[src/rtl/data_mem_arbiter.sv]
// Round-robin arbiter sharing one data-memory read/write port across NUM_CORES LSUs, one transaction at a time.
// Latency: request->mem valid +1 cycle, mem ready->core ready +1 cycle; losing cores hold valid until granted.
module data_mem_arbiter #(
   parameter int NUM_CORES          = 4,
   parameter int DATA_MEM_ADDR_BITS = 8,
   parameter int DATA_MEM_DATA_BITS = 8
) (
   input  logic                                     clk,
   input  logic                                     reset,
   input  logic [NUM_CORES-1:0]                     core_read_valid,
   input  logic [NUM_CORES*DATA_MEM_ADDR_BITS-1:0]  core_read_address,
   output logic [NUM_CORES-1:0]                     core_read_ready,
   output logic [NUM_CORES*DATA_MEM_DATA_BITS-1:0]  core_read_data,
   input  logic [NUM_CORES-1:0]                     core_write_valid,
   input  logic [NUM_CORES*DATA_MEM_ADDR_BITS-1:0]  core_write_address,
   input  logic [NUM_CORES*DATA_MEM_DATA_BITS-1:0]  core_write_data,
   output logic [NUM_CORES-1:0]                     core_write_ready,
   output logic                                     mem_read_valid,
   output logic [DATA_MEM_ADDR_BITS-1:0]            mem_read_address,
   input  logic                                     mem_read_ready,
   input  logic [DATA_MEM_DATA_BITS-1:0]            mem_read_data,
   output logic                                     mem_write_valid,
   output logic [DATA_MEM_ADDR_BITS-1:0]            mem_write_address,
   output logic [DATA_MEM_DATA_BITS-1:0]            mem_write_data,
   input  logic                                     mem_write_ready,
   output logic                                     busy
);
   localparam int A  = DATA_MEM_ADDR_BITS;
   localparam int D  = DATA_MEM_DATA_BITS;
   localparam int GW = $clog2(NUM_CORES);

   typedef enum logic [2:0] {IDLE, READ_REQ, WRITE_REQ, RELAY, RELEASE} state_t;

   state_t           state, state_nxt;
   logic [GW-1:0]    rr_ptr, grant, win;
   logic             found, win_read, is_read, served_vld;
   logic [A-1:0]     addr;
   logic [D-1:0]     wdata, rdata;
   logic [NUM_CORES-1:0] req;

   assign req        = core_read_valid | core_write_valid;
   assign win_read   = core_read_valid[win];
   assign served_vld = is_read ? core_read_valid[grant] : core_write_valid[grant];

   // First requester at or after rr_ptr, wrapping around.
   always_comb begin
      int idx;
      idx   = 0;
      found = 1'b0;
      win   = '0;
      for (int k = 0; k < NUM_CORES; k++) begin
         idx = int'(rr_ptr) + k;
         if (idx >= NUM_CORES) idx = idx - NUM_CORES;
         if (!found && req[idx]) begin
            found = 1'b1;
            win   = idx[GW-1:0];
         end
      end
   end

   always_ff @(posedge clk or negedge reset) begin
      if (!reset) state <= IDLE;
      else        state <= state_nxt;
   end

   always_comb begin
      state_nxt = state;
      case (state)
         IDLE:      if (found) state_nxt = win_read ? READ_REQ : WRITE_REQ;
         READ_REQ:  if (mem_read_ready) state_nxt = RELAY;
         WRITE_REQ: if (mem_write_ready) state_nxt = RELAY;
         RELAY:     state_nxt = RELEASE;
         RELEASE:   if (!served_vld) state_nxt = IDLE;
         default:   state_nxt = IDLE;
      endcase
   end

   always_ff @(posedge clk or negedge reset) begin
      if (!reset) begin
         grant   <= '0;
         rr_ptr  <= '0;
         is_read <= 1'b0;
         addr    <= '0;
         wdata   <= '0;
         rdata   <= '0;
      end else begin
         case (state)
            IDLE: if (found) begin
               grant   <= win;
               is_read <= win_read;
               addr    <= win_read ? core_read_address[int'(win)*A +: A]
                                   : core_write_address[int'(win)*A +: A];
               wdata   <= core_write_data[int'(win)*D +: D];
            end
            READ_REQ: if (mem_read_ready) rdata <= mem_read_data;
            // Pointer only advances once the served request is withdrawn.
            RELEASE: if (!served_vld)
               rr_ptr <= (grant == GW'(NUM_CORES-1)) ? '0 : grant + 1'b1;
            default: ;
         endcase
      end
   end

   always_comb begin
      core_read_ready   = '0;
      core_write_ready  = '0;
      core_read_data    = '0;
      mem_read_valid    = (state == READ_REQ);
      mem_write_valid   = (state == WRITE_REQ);
      mem_read_address  = (state == READ_REQ)  ? addr  : '0;
      mem_write_address = (state == WRITE_REQ) ? addr  : '0;
      mem_write_data    = (state == WRITE_REQ) ? wdata : '0;
      busy              = (state != IDLE);
      if (state == RELAY) begin
         if (is_read) begin
            core_read_ready[grant]             = 1'b1;
            core_read_data[int'(grant)*D +: D] = rdata;
         end else begin
            core_write_ready[grant] = 1'b1;
         end
      end
   end
endmodule
[config.mk]
export PLATFORM = sky130hd
export DESIGN_NAME = data_mem_arbiter
export DESIGN_NICKNAME = d
export VERILOG_FILES = /design/src/rtl/data_mem_arbiter.sv
export SDC_FILE = /design/constraint.sdc
export NUM_CORES = 1
export LEC_CHECK = 0
export CAP_MARGIN = 10
export CORE_UTILIZATION = 38
export CTS_BUF_LIST = sky130_fd_sc_hd__clkbuf_8 sky130_fd_sc_hd__clkbuf_16
export CTS_CLUSTER_SIZE = 14
export DETAILED_ROUTE_END_ITERATION = 12
export HOLD_SLACK_MARGIN = 0.08
export PLACE_DENSITY = 0.85
export SYNTH_ARGS = -nofsm -noshare
export SYNTH_HDL_FRONTEND = slang
export SYNTH_SLANG_ARGS = --single-unit
[constraint.sdc]
create_clock -name clk -period 3.1 [get_ports clk]
set_input_delay 0.775 -clock clk [delete_from_list [all_inputs] [get_ports clk]]
set_output_delay 0.775 -clock clk [all_outputs]
set_load 0.02 [all_outputs]
==> run metrics <==
outcome=finished clean; largest net degree at the start of global routing=33; critical path data required time=about 3.3 ns; CP cell instances=clkdlybuf4s50_1 -> or2_1 -> o311a_1 -> o211ai_1 -> buf_4 -> mux2i_1 -> a211oi_1 -> a2111o_1; Pwr per Cell Area=a little over 600 nW/um2; RSZ-0062 raised after global routing=no; pre-CTS setup slack=-0.09740 ns; Routed Antenna Nets=0; vias in the first global route=~3,300; P_leak=approximately 2.7 nW; register area share after synthesis=0.2640; Crit path largest cell delay=about 0.47 ns; DRT Pass-1 Iters=4; Post-synth EDFFs=0; Hold Buf Count CTS=0; Top-Level Pins=approximately 180; final core occ=0.6802; setup slack after layout=around 0.21 ns; Worst Path Max Fanout=8; slowest cell on the critical path=clkdlybuf4s50_1; skew final=0.004219 ns; Synth Area per Inst=8.690 um2; Avg WL per Cell=between 15 and 20 um; Yosys reg bits=32; gp weighted congestion=approximately 0.90; Post-Synthesis Cells=between 300 and 400; main combinational cell family by area after synthesis=simple AND/OR/NAND/NOR gates; Clock Path Buffers=2; worst rel slew slack=0.5037; ys async rst share=1.000; Final Max Tran Viols=0; Final Hold Fails=0; CP Buf/Inv Count=2; DR iter-0 viols=roughly 120; FP Rows=32; Post-Synthesis Net Count=between 400 and 500; initial antenna violation count=0; Final min period=2.892 ns; core area=between 7000 and 8000 um2; non-filler cells, final=between 600 and 700; cell taking the most area after synthesis=dfrtp_1; synth warn=0; area growth from synthesis to layout=73.31%; top cells by instance count after synthesis=and2_1 (51), mux2i_1 (37), dfrtp_1 (32), nor2_1 (24), o21ai_0 (19); crit-path leading delay family=compound AO/OA/AOI/OAI gates; Hold WC Path Type=flip-flop to flip-flop; WHS=roughly 0.49 ns; total track usage=0.2471; Cell Area, Synth=just over 3000 um2; share of cells above drive strength 1=0.1107; Max-Cap Viols=0; H-tree depth=2; placed cells=between 600 and 700; Setup CP Type=input port to flip-flop; Initial Util=0.3925; top-count cell post-synth=and2_1; clock latency on the worst-skew pair=between 0.2 and 0.3 ns; mux contribution to synthesized area=0.2001; VDD IR-drop max=~0.43 mV; Worst R2R Setup Slack=0.78 ns; Synth top area share=0.2640; Synth Area in Compound Gates=0.1955; Setup Viol. Count Final=0; vias per cell=about 5.4; Setup crit end kind=flip-flop; final cycle utilization of the critical path=0.9328; drt drc=0; routed vias=3,469; Layout fillers=about 620; Synth area leaders=dfrtp_1 (26%), mux2i_1 (12%), and2_1 (11%), mux2_2 (6.3%), and3_1 (3.5%); Die Area=about 8300 um2; Die Ht=roughly 91 um; Pwr Total=0.003280 W; ys flop type=dfrtp_1; CTS Buf Count=5; startpoint types=input port; fin nets=663; root buffer cell=clkbuf_8; global-route wire length before repair=roughly 16 mm; Tightest Pin Transition=roughly 0.74 ns; PortBufs=roughly 180; CTS tree=yes; CTS sink cnt=32; GRT overflow=0; Critical Path AT=3.06 ns; Synth cell types=46; DP HPWL=8.418 mm; Synth Area in Simple Gates=0.2739; Clock Pin Slew Worst Setup and Hold Paths=0.07 ns; post-synthesis xor/xnor area fraction=0; max frequency=about 350 MHz; Synth Area in Adders=0.02475; die width=a little over 90 um; final wirelength=~10 mm; ant diodes=0
-- placed cells by master (no fill, tap or decap), types with 3 or more instances in the layout --
cell and n:
nand2b_1 8, inv_1 7, o21ai_0 19, a211oi_1 10, or2_1 3, nor3_1 10
o221ai_1 4, mux2i_1 37, a221o_1 4, buf_12 3, dfrtp_1 32, mux2_2 17
a2bb2oi_1 4, a21oi_1 10, and2_1 51, dlygate4sd2_1 6, a31oi_1 4, and3_1 16
a2111o_1 4, dlymetal6s2s_1 26, clkbuf_8 5, buf_4 19, or3_1 9, nand2_1 15
o21bai_1 5, o211ai_1 5, nor2_1 23, ha_1 6, clkdlybuf4s50_1 149
-- report_power, final --
part	internal, W	total (W)	switching, W
combinational	0.00105	0.00209	0.00104
sequential	0.000627	0.000802	0.000175
clock	0.000235	0.000389	0.000154
-- cell type report --
cell class / count / area [um2] / share of cell area
tap: 102 / 127.6 / 0.02428
multi-input combinational: 292 / 2121 / 0.4035
sequential: 32 / 800.8 / 0.1523
clock buffer: 5 / 68.82 / 0.01309
inverter: 6 / 22.52 / 0.004285
timing repair buffer: 204 / 2077 / 0.3951
clock inverter: 3 / 38.79 / 0.007379
-- logic make-up (layout without fill, tap and decap cells) --
family / count (synthesis) / in the layout
AND/OR/NAND/NOR: 148 / 148
AO/OA/AOI/OAI: 82 / 82
multiplexers: 56 / 56
flip-flops: 32 / 32
buffers and inverters: 25 / 218
adder cells (fa/ha/maj): 6 / 6
-- routing by layer --
metal,global-route usage,up-vias,routed length (um)
met5,0,-,0
met4,0.07804,0,208
met3,0.05695,21,809
met2,0.4508,179,5382
met1,0.2837,1604,4034
li1,-,1665,-
-- final timing paths --
path                                       startpoint                    to  depth (start not counted)
worst max-delay path               core_read_valid[1]   addr[7]$_DFFE_PN0P_                          8
worst min-delay path             wdata[2]$_DFFE_PN0P_  wdata[2]$_DFFE_PN0P_                          2
worst max register to register  rr_ptr[1]$_DFFE_PN0P_   addr[6]$_DFFE_PN0P_                          7
worst min register to register   wdata[2]$_DFFE_PN0P_  wdata[2]$_DFFE_PN0P_                          2
max in group asynchronous                       reset   is_read$_DFFE_PN0P_                          1
min in group asynchronous                       reset  wdata[2]$_DFFE_PN0P_                          1
-- registers in the layout (all words and copies together), names as in the netlist --
register,count
wdata,8
grant,2
addr,8
rr_ptr,2
state,3
rdata,8
is_read,1
-- worst min-delay path, delay by kind of cell, from the launching register on --
family | cells | cell delay [ns]
DFF | 1 | 0.34
AOI/OAI and AO/OA | 1 | 0.06
and+or+nand+nor | 1 | 0.05
-- stage by stage --
| step | setup TNS, ns | area (um2) |
|---|---|---|
| after floorplan | 0 | 3033 |
| after global placement | -0.07939 | 5069 |
| after detailed placement | -0.5928 | 5069 |
| after CTS | -0.04277 | 5176 |
| after global routing | 0 | 5256 |
| final | 0 | 5256 |
-- repair_timing --
action	4_1_cts	5_1_grt
buffers inserted	0	1
resized for setup	11	29
endpoints found under the setup margin	32	26
pin swaps	0	1
Power figures use the tool's default switching activity.
